### src/rtl/settle_monitor.sv
// settle_monitor: reports when a sampled signal settles inside a tolerance band around a target.
// Optional peak tracking of v_in is enabled by defining SETTLE_MONITOR_PEAK_EN.
module settle_monitor #(
    parameter int WIDTH      = 25,
    parameter int HOLD       = 8,
    parameter int MAX_CYCLES = 4096,
    parameter int CNT_WIDTH  = 16
) (
    input  logic                 clk,
    input  logic                 rst,
    input  logic                 start,
    input  logic [WIDTH-1:0]     v_in,
    input  logic [WIDTH-1:0]     v_target,
    input  logic [WIDTH-1:0]     v_tol,
    output logic                 busy,
    output logic                 settled,
    output logic                 timeout,
    output logic [CNT_WIDTH-1:0] settle_cycles,
    output logic [WIDTH-1:0]     v_max,
    output logic [WIDTH-1:0]     v_min
);
    typedef enum logic [1:0] {IDLE, TRACK, SETTLED, TIMEOUT} state_t;
    state_t state_q, state_d;
    logic busy_q, busy_d, settled_q, settled_d, timeout_q, timeout_d;
    logic [CNT_WIDTH-1:0] elapsed_q, elapsed_d, run_q, run_d, run_start_q, run_start_d;
    logic [CNT_WIDTH-1:0] settle_cycles_q, settle_cycles_d, run_next;
    logic [WIDTH:0] err, abs_err;
    logic in_band;
    // One extra bit keeps the difference of two signed samples from overflowing.
    assign err      = {v_in[WIDTH-1], v_in} - {v_target[WIDTH-1], v_target};
    assign abs_err  = err[WIDTH] ? -err : err;
    assign in_band  = abs_err <= {1'b0, v_tol};
    assign run_next = in_band ? run_q + 1'b1 : '0;
    always_comb begin
        state_d         = state_q;
        busy_d          = busy_q;
        settled_d       = settled_q;
        timeout_d       = timeout_q;
        elapsed_d       = elapsed_q;
        run_d           = run_q;
        run_start_d     = run_start_q;
        settle_cycles_d = settle_cycles_q;
        if (start) begin
            state_d         = TRACK;
            busy_d          = 1'b1;
            settled_d       = 1'b0;
            timeout_d       = 1'b0;
            elapsed_d       = '0;
            run_d           = '0;
            settle_cycles_d = '0;
        end else if (state_q == TRACK) begin
            elapsed_d   = elapsed_q + 1'b1;
            run_d       = run_next;
            run_start_d = (in_band && run_q == '0) ? elapsed_q : run_start_q;
            // Settling takes priority over a timeout on the same sample.
            if (run_next == CNT_WIDTH'(HOLD)) begin
                state_d         = SETTLED;
                busy_d          = 1'b0;
                settled_d       = 1'b1;
                settle_cycles_d = run_start_d;
            end else if (elapsed_q == CNT_WIDTH'(MAX_CYCLES - 1)) begin
                state_d   = TIMEOUT;
                busy_d    = 1'b0;
                timeout_d = 1'b1;
            end
        end
    end
    always_ff @(posedge clk) begin
        if (rst) begin
            state_q         <= IDLE;
            busy_q          <= 1'b0;
            settled_q       <= 1'b0;
            timeout_q       <= 1'b0;
            elapsed_q       <= '0;
            run_q           <= '0;
            run_start_q     <= '0;
            settle_cycles_q <= '0;
        end else begin
            state_q         <= state_d;
            busy_q          <= busy_d;
            settled_q       <= settled_d;
            timeout_q       <= timeout_d;
            elapsed_q       <= elapsed_d;
            run_q           <= run_d;
            run_start_q     <= run_start_d;
            settle_cycles_q <= settle_cycles_d;
        end
    end
    assign busy          = busy_q;
    assign settled       = settled_q;
    assign timeout       = timeout_q;
    assign settle_cycles = settle_cycles_q;
`ifdef SETTLE_MONITOR_PEAK_EN
    logic signed [WIDTH-1:0] v_max_q, v_max_d, v_min_q, v_min_d;
    always_comb begin
        v_max_d = v_max_q;
        v_min_d = v_min_q;
        if (start) begin
            v_max_d = '0;
            v_min_d = '0;
        end else if (state_q == TRACK) begin
            v_max_d = (elapsed_q == '0 || $signed(v_in) > v_max_q) ? $signed(v_in) : v_max_q;
            v_min_d = (elapsed_q == '0 || $signed(v_in) < v_min_q) ? $signed(v_in) : v_min_q;
        end
    end
    always_ff @(posedge clk) begin
        if (rst) begin
            v_max_q <= '0;
            v_min_q <= '0;
        end else begin
            v_max_q <= v_max_d;
            v_min_q <= v_min_d;
        end
    end
    assign v_max = v_max_q;
    assign v_min = v_min_q;
`else
    assign v_max = '0;
    assign v_min = '0;
`endif
endmodule
### config.mk
export PLATFORM = sky130hd
export DESIGN_NAME = settle_monitor
export DESIGN_NICKNAME = d
export VERILOG_FILES = /design/src/rtl/settle_monitor.sv
export SDC_FILE = /design/constraint.sdc
export NUM_CORES = 1
export LEC_CHECK = 0
export BUFFER_PORTS_ARGS = -buffer_cell sky130_fd_sc_hd__buf_2
export CAP_MARGIN = 10
export CORE_MARGIN = 3
export CORE_UTILIZATION = 55
export CTS_CLUSTER_SIZE = 14
export DETAILED_ROUTE_END_ITERATION = 8
export GPL_ROUTABILITY_DRIVEN = 0
export GPL_TIMING_DRIVEN = 0
export PLACE_DENSITY = 0.81
export SETUP_SLACK_MARGIN = 0.5
export SYNTH_ARGS = -nofsm -noshare
export SYNTH_HDL_FRONTEND = slang
export SYNTH_SLANG_ARGS = --single-unit
### constraint.sdc
create_clock -name clk -period 9.16 [get_ports clk]
set_input_delay 0 -clock clk [delete_from_list [all_inputs] [get_ports clk]]
set_output_delay 0 -clock clk [all_outputs]
set_load 0.02 [all_outputs]
==> results of run 1 <==
metrics by stage:
stage / cell area (um2) / worst slack (ps) / cells
after floorplan: 6580 / 4760 / 877
after global placement: 7230 / 3880 / 1112
after detailed placement: 7230 / 3810 / 1112
after CTS: 7530 / 4130 / 1129
after global routing: 7530 / 3620 / 1129
final: 7530 / 4110 / 1129
critical path, cell delays in order:
cell and delay, ps:
buf_2 80, inv_1 30, ha_1 270, buf_2 190, nand2_1 70, o21ai_1 400, nor2_1 170, a21boi_1 310
a31oi_1 140, a21oi_1 590, clkbuf_1 450, nor2_1 110, xor2_1 160, ha_1 310, a21o_1 180, a21o_1 160
a21oi_1 140, nor2_1 50, a211oi_1 230, o2111ai_1 140, and2_1 230, a311o_1 290, buf_6 160, buf_12 150
mux2i_1 160, nor2_1 50
cells in the mapped netlist (all sizes together), types with 4 or more instances:
master  count
a211oi      7
a21o       17
a21oi      45
a31oi      17
and2       10
and3       21
buf        64
clkbuf     14
dfxtp      69
ha         54
inv        67
mux2i      35
nand2      57
nand2b      6
nand3      26
nand4      17
nor2      104
nor2b       8
nor3       26
nor4        6
nor4b       4
o211ai      8
o21a        7
o21ai      23
o21bai      5
or2         4
or3         7
xnor2      32
xor2       26
worst min-delay path by stage:
| stage | from | end | slack (ps) | cells after the start |
|---|---|---|---|---|
| floorplan | start | busy | 120 | 2 |
| finish | rst | busy | 60 | 2 |
| global placement | start | busy | 280 | 3 |
| detailed placement | start | busy | 300 | 3 |
| CTS | rst | busy | 50 | 2 |
| global route | rst | run_start_q[0] | 80 | 2 |
report_power, final:
| group | total (mW) | switching [mW] | internal (mW) |
|---|---|---|---|
| logic | 0.418 | 0.239 | 0.180 |
| clock network | 0.329 | 0.135 | 0.195 |
| registers | 0.303 | 0.00118 | 0.302 |
registers in the layout, indices dropped and copies added (netlist names):
signal / flops
busy: 1
elapsed_q: 16
run_q: 16
run_start_q: 16
settle_cycles: 16
settled: 1
state_q: 2
timeout: 1
cells by family (layout without fill, tap and decap cells):
family,count (synthesis),after routing
DFF,69,69
AOI/OAI and AO/OA,161,161
buffers and inverters,145,257
and+or+nand+nor,303,303
muxes,36,36
xor gates and xnor gates,58,58
other,1,50
adders and majority gates,55,55
layout by cell type (no fill, tap or decap), drive strengths merged, types with 3 or more instances in the layout:
master,n
a211oi,7
a21o,17
a21oi,45
a31oi,17
and2,10
and3,21
buf,159
clkbuf,24
conb,50
dfxtp,69
ha,54
inv,71
mux2i,35
nand2,57
nand2b,6
nand3,26
nand4,17
nor2,104
nor2b,8
nor3,26
nor4,6
nor4b,4
o211ai,8
o21a,7
o21ai,23
o21ba,3
o21bai,5
or2,4
or3,7
xnor2,32
xor2,26
timing repair:
item                                    CTS  global route
setup buffers                             0             0
hold endpoints to repair                  1             0
hold buffers                              1             0
endpoints found under the setup margin    0             0
cell type report:
cell class,count,area [um2],share of cell area
multi-input cells,663,4400,0.584
flip-flops and latches,69,1380,0.184
plain buffers,78,546,0.0725
repair buffers,96,485,0.0645
inverters,67,251,0.0334
clock buffers,10,239,0.0317
well taps,140,175,0.0233
clock inverters,6,51.3,0.00682
routing by layer:
layer | routed length (um) | vias to the layer above | global-route usage
li1 | - | 3096 | -
met1 | 6880 | 2704 | 0.311
met2 | 6570 | 181 | 0.363
met3 | 902 | 13 | 0.0382
met4 | 99 | 0 | 0.0396
met5 | 0 | - | 0
==> out/results.ini, run 1 <==
[routing]
num_vias=5994
firstDrtPassIters=5
routed_wl_um=14400
dr.first_iter.drc_count=378
ant_nets=0
vias_per_cell=5.31
routedWlPerCell_um=12.8
drc=0

[die]
rows=38
core_um2=11100
die_x_um=114
initial_utilization=0.577
die_y_um=114
die_area_um2=13000
io_pins=147

[worst_setup_path]
r2r-start=run_q[4]
worstRegToRegCells=13
ff2ff_setup_slack_ps=5690
critPathMaxFanout=10
start_kind=input port
cp-startpoint=v_target[7]
endpoint=run_start_q[5]
crit_required_ps=9370
critPathKind=input port to register
rr_endpoint=settle_cycles[13]
crit_path_end_kind=register
critPathArrivalTime_ps=5260

[logic_synthesis]
yosys_warnings=0
synthArstFlopShare=0
synth_edf_count=0
synth_fa_ha_area_frac=0.109
netlist.area_leader.share=0.216
synth.distinct_cells=80
synth_flop_cell=dfxtp_1
muxShareOfSynthArea=0.0566
syn_area_per_cell_um2=7.72
synth_compound_area_frac=0.177
netlist_instances=828
ys_seq_elements=69
synth_top_area_cell=dfxtp_1
ys_seq_area_frac=0.216
synthSimpleGateAreaFrac=0.234
synth_top_family_by_area=simple AND/OR/NAND/NOR gates
synthTopCellsByArea=dfxtp_1 (22%), ha_1 (11%), buf_4 (6.2%)
synth-xor-area-share=0.0818
synth_area_um2=6390

[timing]
max_freq_mhz=198
fin_crit_ps=5050
final.setup.tns_ps=0
fin_skew_ps=7.04
finalHoldViolations=0
rsz0062_at_grt=no
fin_crit_sh=0.551
slew_violations=0
worstMarginPinSlew_ps=793
relSlewSlack=0.466
finalSetupViolations=0
holdWs_ps=58.1

[hold_path]
hp-class=input port to register

[cts]
clkSinkCount=69
tritoncts=yes
insertion_delay_ps=330
clk_path_buf_depth=2
clk_pin_slew_worst_paths_ps=60
numCtsBuffers=9
root_buffer=clkbuf_16
cts_resized=0
htreeDepth=3

[cells_and_area]
diodes=0
area_delta_synth_final_pct=17.8
fill_cells=966
postLayoutCoreUtil=0.679
layout.nets=1117
final_layout_size_suffix_gt1_frac=0.203

[global_routing]
grt_max_degree=15
grt_remaining_overflow=0
grt_antenna_before_repair=0
first_global_vias=5430
grt_pass1_wl_um=24400
grtUsageTotal=0.222

[placed_design]
io_buffers=95
hpwl_um=11300

[pwr]
power.total_mw=1.05
p_per_area_nw_per_um2=140
power_leakage_nw=3.79
ir_drop_v=0.000123

[status]
run_status=complete, no violations

[job]
max_cap_violations=0

Note: power is estimated with default switching activity, not from simulation.
==> run 2: changes to the inputs <==
- ABC_AREA: default -> 1
- PLACE_DENSITY: 0.81 -> 0.8
- clock period: 9.16 -> 4.7 ns (I/O delays scaled with it)
==> run 2 against run 1 <==
Worst setup slack got worse by 4000 ps. Cell area rose by 20%. Total power rose by 140%. Routed wire length rose by 38%. Sequential power rose by 100%. Largest power group unchanged. Highest routed layer unchanged. Count of clock-buffer cells in the layout did not move. First-iteration DRC count rose by 65%. Utilization rose by 5.4 points. Synthesized cell count rose by 45%.
==> out/results.ini, run 2 <==
[worst_setup_path]
critPathArrivalTime_ps=4740
crit_required_ps=4880
slowest_stage=fa_2
crit_path_frequent_cell=nand2_1
critPathMaxFanout=8
max_stage_delay_ps=370
start_kind=input port
critPathKind=input port to register
crit_path_end_kind=register

[cells_and_area]
diodes=0
fill_cells=1046
regArea_um2=1380
layout.nets=1518
final_cell_mix=nand2_1 (282), inv_1 (252), buf_2 (93)
final_common_cell=nand2_1
postLayoutCoreUtil=0.734
area_delta_synth_final_pct=27.2
multi_input_area_um2=4860
final_layout_size_suffix_gt1_frac=0.218
final_area_um2=9070

[timing]
slew_violations=0
fin_crit_sh=0.969
finalSetupViolations=0
worstMarginPinSlew_ps=790
finalHoldViolations=0
fin_crit_ps=4560
relSlewSlack=0.473
max_freq_mhz=219
holdWs_ps=202
fin_skew_ps=5.17
rsz0062_at_grt=yes

[pwr]
ir_drop_v=0.000193
p_per_area_nw_per_um2=280
power_leakage_nw=4.95
power.total_mw=2.54

[die]
io_pins=147
die_area_um2=14400
rows=40
initial_utilization=0.577
die_y_um=120
core_um2=12400
die_x_um=120

[cts]
htreeDepth=3
clk_pin_slew_worst_paths_ps=60
root_buffer=clkbuf_16
clk_path_buf_depth=2
numCtsBuffers=9
clkSinkCount=69
tritoncts=yes
insertion_delay_ps=330

[global_routing]
grtUsageTotal=0.249
grt_remaining_overflow=0
grt_max_degree=14
first_global_vias=6817
grt_pass1_wl_um=30000
grt_antenna_before_repair=0

[logic_synthesis]
synth_edf_count=0
ys_seq_elements=69
syn_area_per_cell_um2=5.95
synthTopCellsByCount=nand2_1 (312), inv_1 (255), nor2_1 (93)
yosysMostFrequentCell=nand2_1
synthTopCellsByArea=dfxtp_1 (19%), nand2_1 (16%), inv_1 (13%)
synth.distinct_cells=47
yosys_warnings=0
netlist.area_leader.share=0.194
synth_area_um2=7130
netlist_instances=1199
ys_seq_area_frac=0.194
synth_flop_cell=dfxtp_1
synth_top_area_cell=dfxtp_1
synthArstFlopShare=0

[status]
run_status=complete, no violations

[placed_design]
hpwl_um=14400
io_buffers=95
placed_area_um2=8060

[routing]
ant_nets=0
firstDrtPassIters=5
routed_wl_um=20000
dr.first_iter.drc_count=625
vias_per_cell=5.04
drc=0
num_vias=7857
routedWlPerCell_um=12.8

[job]
max_cap_violations=0

[hold_path]
hp-class=input port to register

[run 2: changes by cell type in the layout (fill, tap and decap cells not counted), sizes merged, moves of 16 or more]
| cell | previous run | this run |
|---|---|---|
| a31oi | 17 | 0 |
| a21oi | 45 | 89 |
| and3 | 21 | 2 |
| nand4 | 17 | 40 |
| mux2i | 35 | 0 |
| inv | 71 | 258 |
| nand2 | 57 | 315 |
| a21o | 17 | 1 |
| o21ai | 23 | 63 |
| buf | 159 | 181 |
| nand3 | 26 | 48 |
| xnor2 | 32 | 7 |
[run 2: path summary, 6_finish.rpt]
kind	slack (ps)	to	start	depth (start not counted)
worst max-delay path	140	settle_cycles[13]	v_in[0]	42
worst min-delay path	200	run_start_q[1]	rst	4
worst max register to register	1610	settle_cycles[13]	run_q[1]	14
worst min register to register	470	settle_cycles[9]	settle_cycles[9]	2
[run 2: logic make-up (layout without fill, tap and decap cells)]
kind of cell	count (synthesis)	in the layout	share of synthesized area
AND/OR/NAND/NOR	534	534	0.328
XOR/XNOR	43	43	0.0549
buffers and inverters	333	475	0.205
flip-flops	69	69	0.194
adder cells (fa/ha/maj)	55	55	0.0975
AO/OA/AOI/OAI	164	164	0.120
other	1	50	0.000526
[run 2: metal layers]
layer	up-vias	track usage	wire length (um)
li1	4017	-	-
met3	50	0.0226	1120
met1	3499	0.304	8220
met5	-	0	0
met2	291	0.465	10100
met4	0	0.0687	517
[run 2: worst max-delay path: cells and delay by family]
family,cells,cell delay (ps)
and+or+nand+nor,26,2590
buffers and inverters,9,890
adders and majority gates,3,830
xor gates and xnor gates,2,230
AOI/OAI and AO/OA,2,200
[run 2: power by group]
group | switching, mW | internal [mW] | leakage, nW
registers | 0.0132 | 0.601 | 0.560
logic | 0.699 | 0.474 | 4.23
clock network | 0.271 | 0.484 | 0.160
total | 0.983 | 1.56 | 4.95
[run 2: what timing repair did]
| action | 4_1_cts | 5_1_grt |
|---|---|---|
| resized for setup | 53 | 88 |
| endpoints found under the hold margin | 2 | 0 |
| buffers inserted | 19 | 7 |
| hold buffers | 1 | 0 |
| pin swaps | 24 | 25 |
| setup endpoints to repair | 47 | 53 |
| gates cloned | 2 | 2 |
[run 2: metrics by stage]
stage	instances	setup WS [ps]	TNS [ps]
after floorplan	1248	473	0
after global placement	1511	-361	-9030
after detailed placement	1511	-433	-12540
after CTS	1549	370	0
after global routing	1558	-188	-2500
final	1558	143	0
[run 2: area by class of cell]
type,count,share of cell area
repair buffers,126,0.0854
flip-flops and latches,69,0.152
well taps,168,0.0232
multi-input cells,846,0.535
clock buffers,10,0.0263
plain buffers,76,0.0599
clock inverters,6,0.0103
inverters,257,0.107
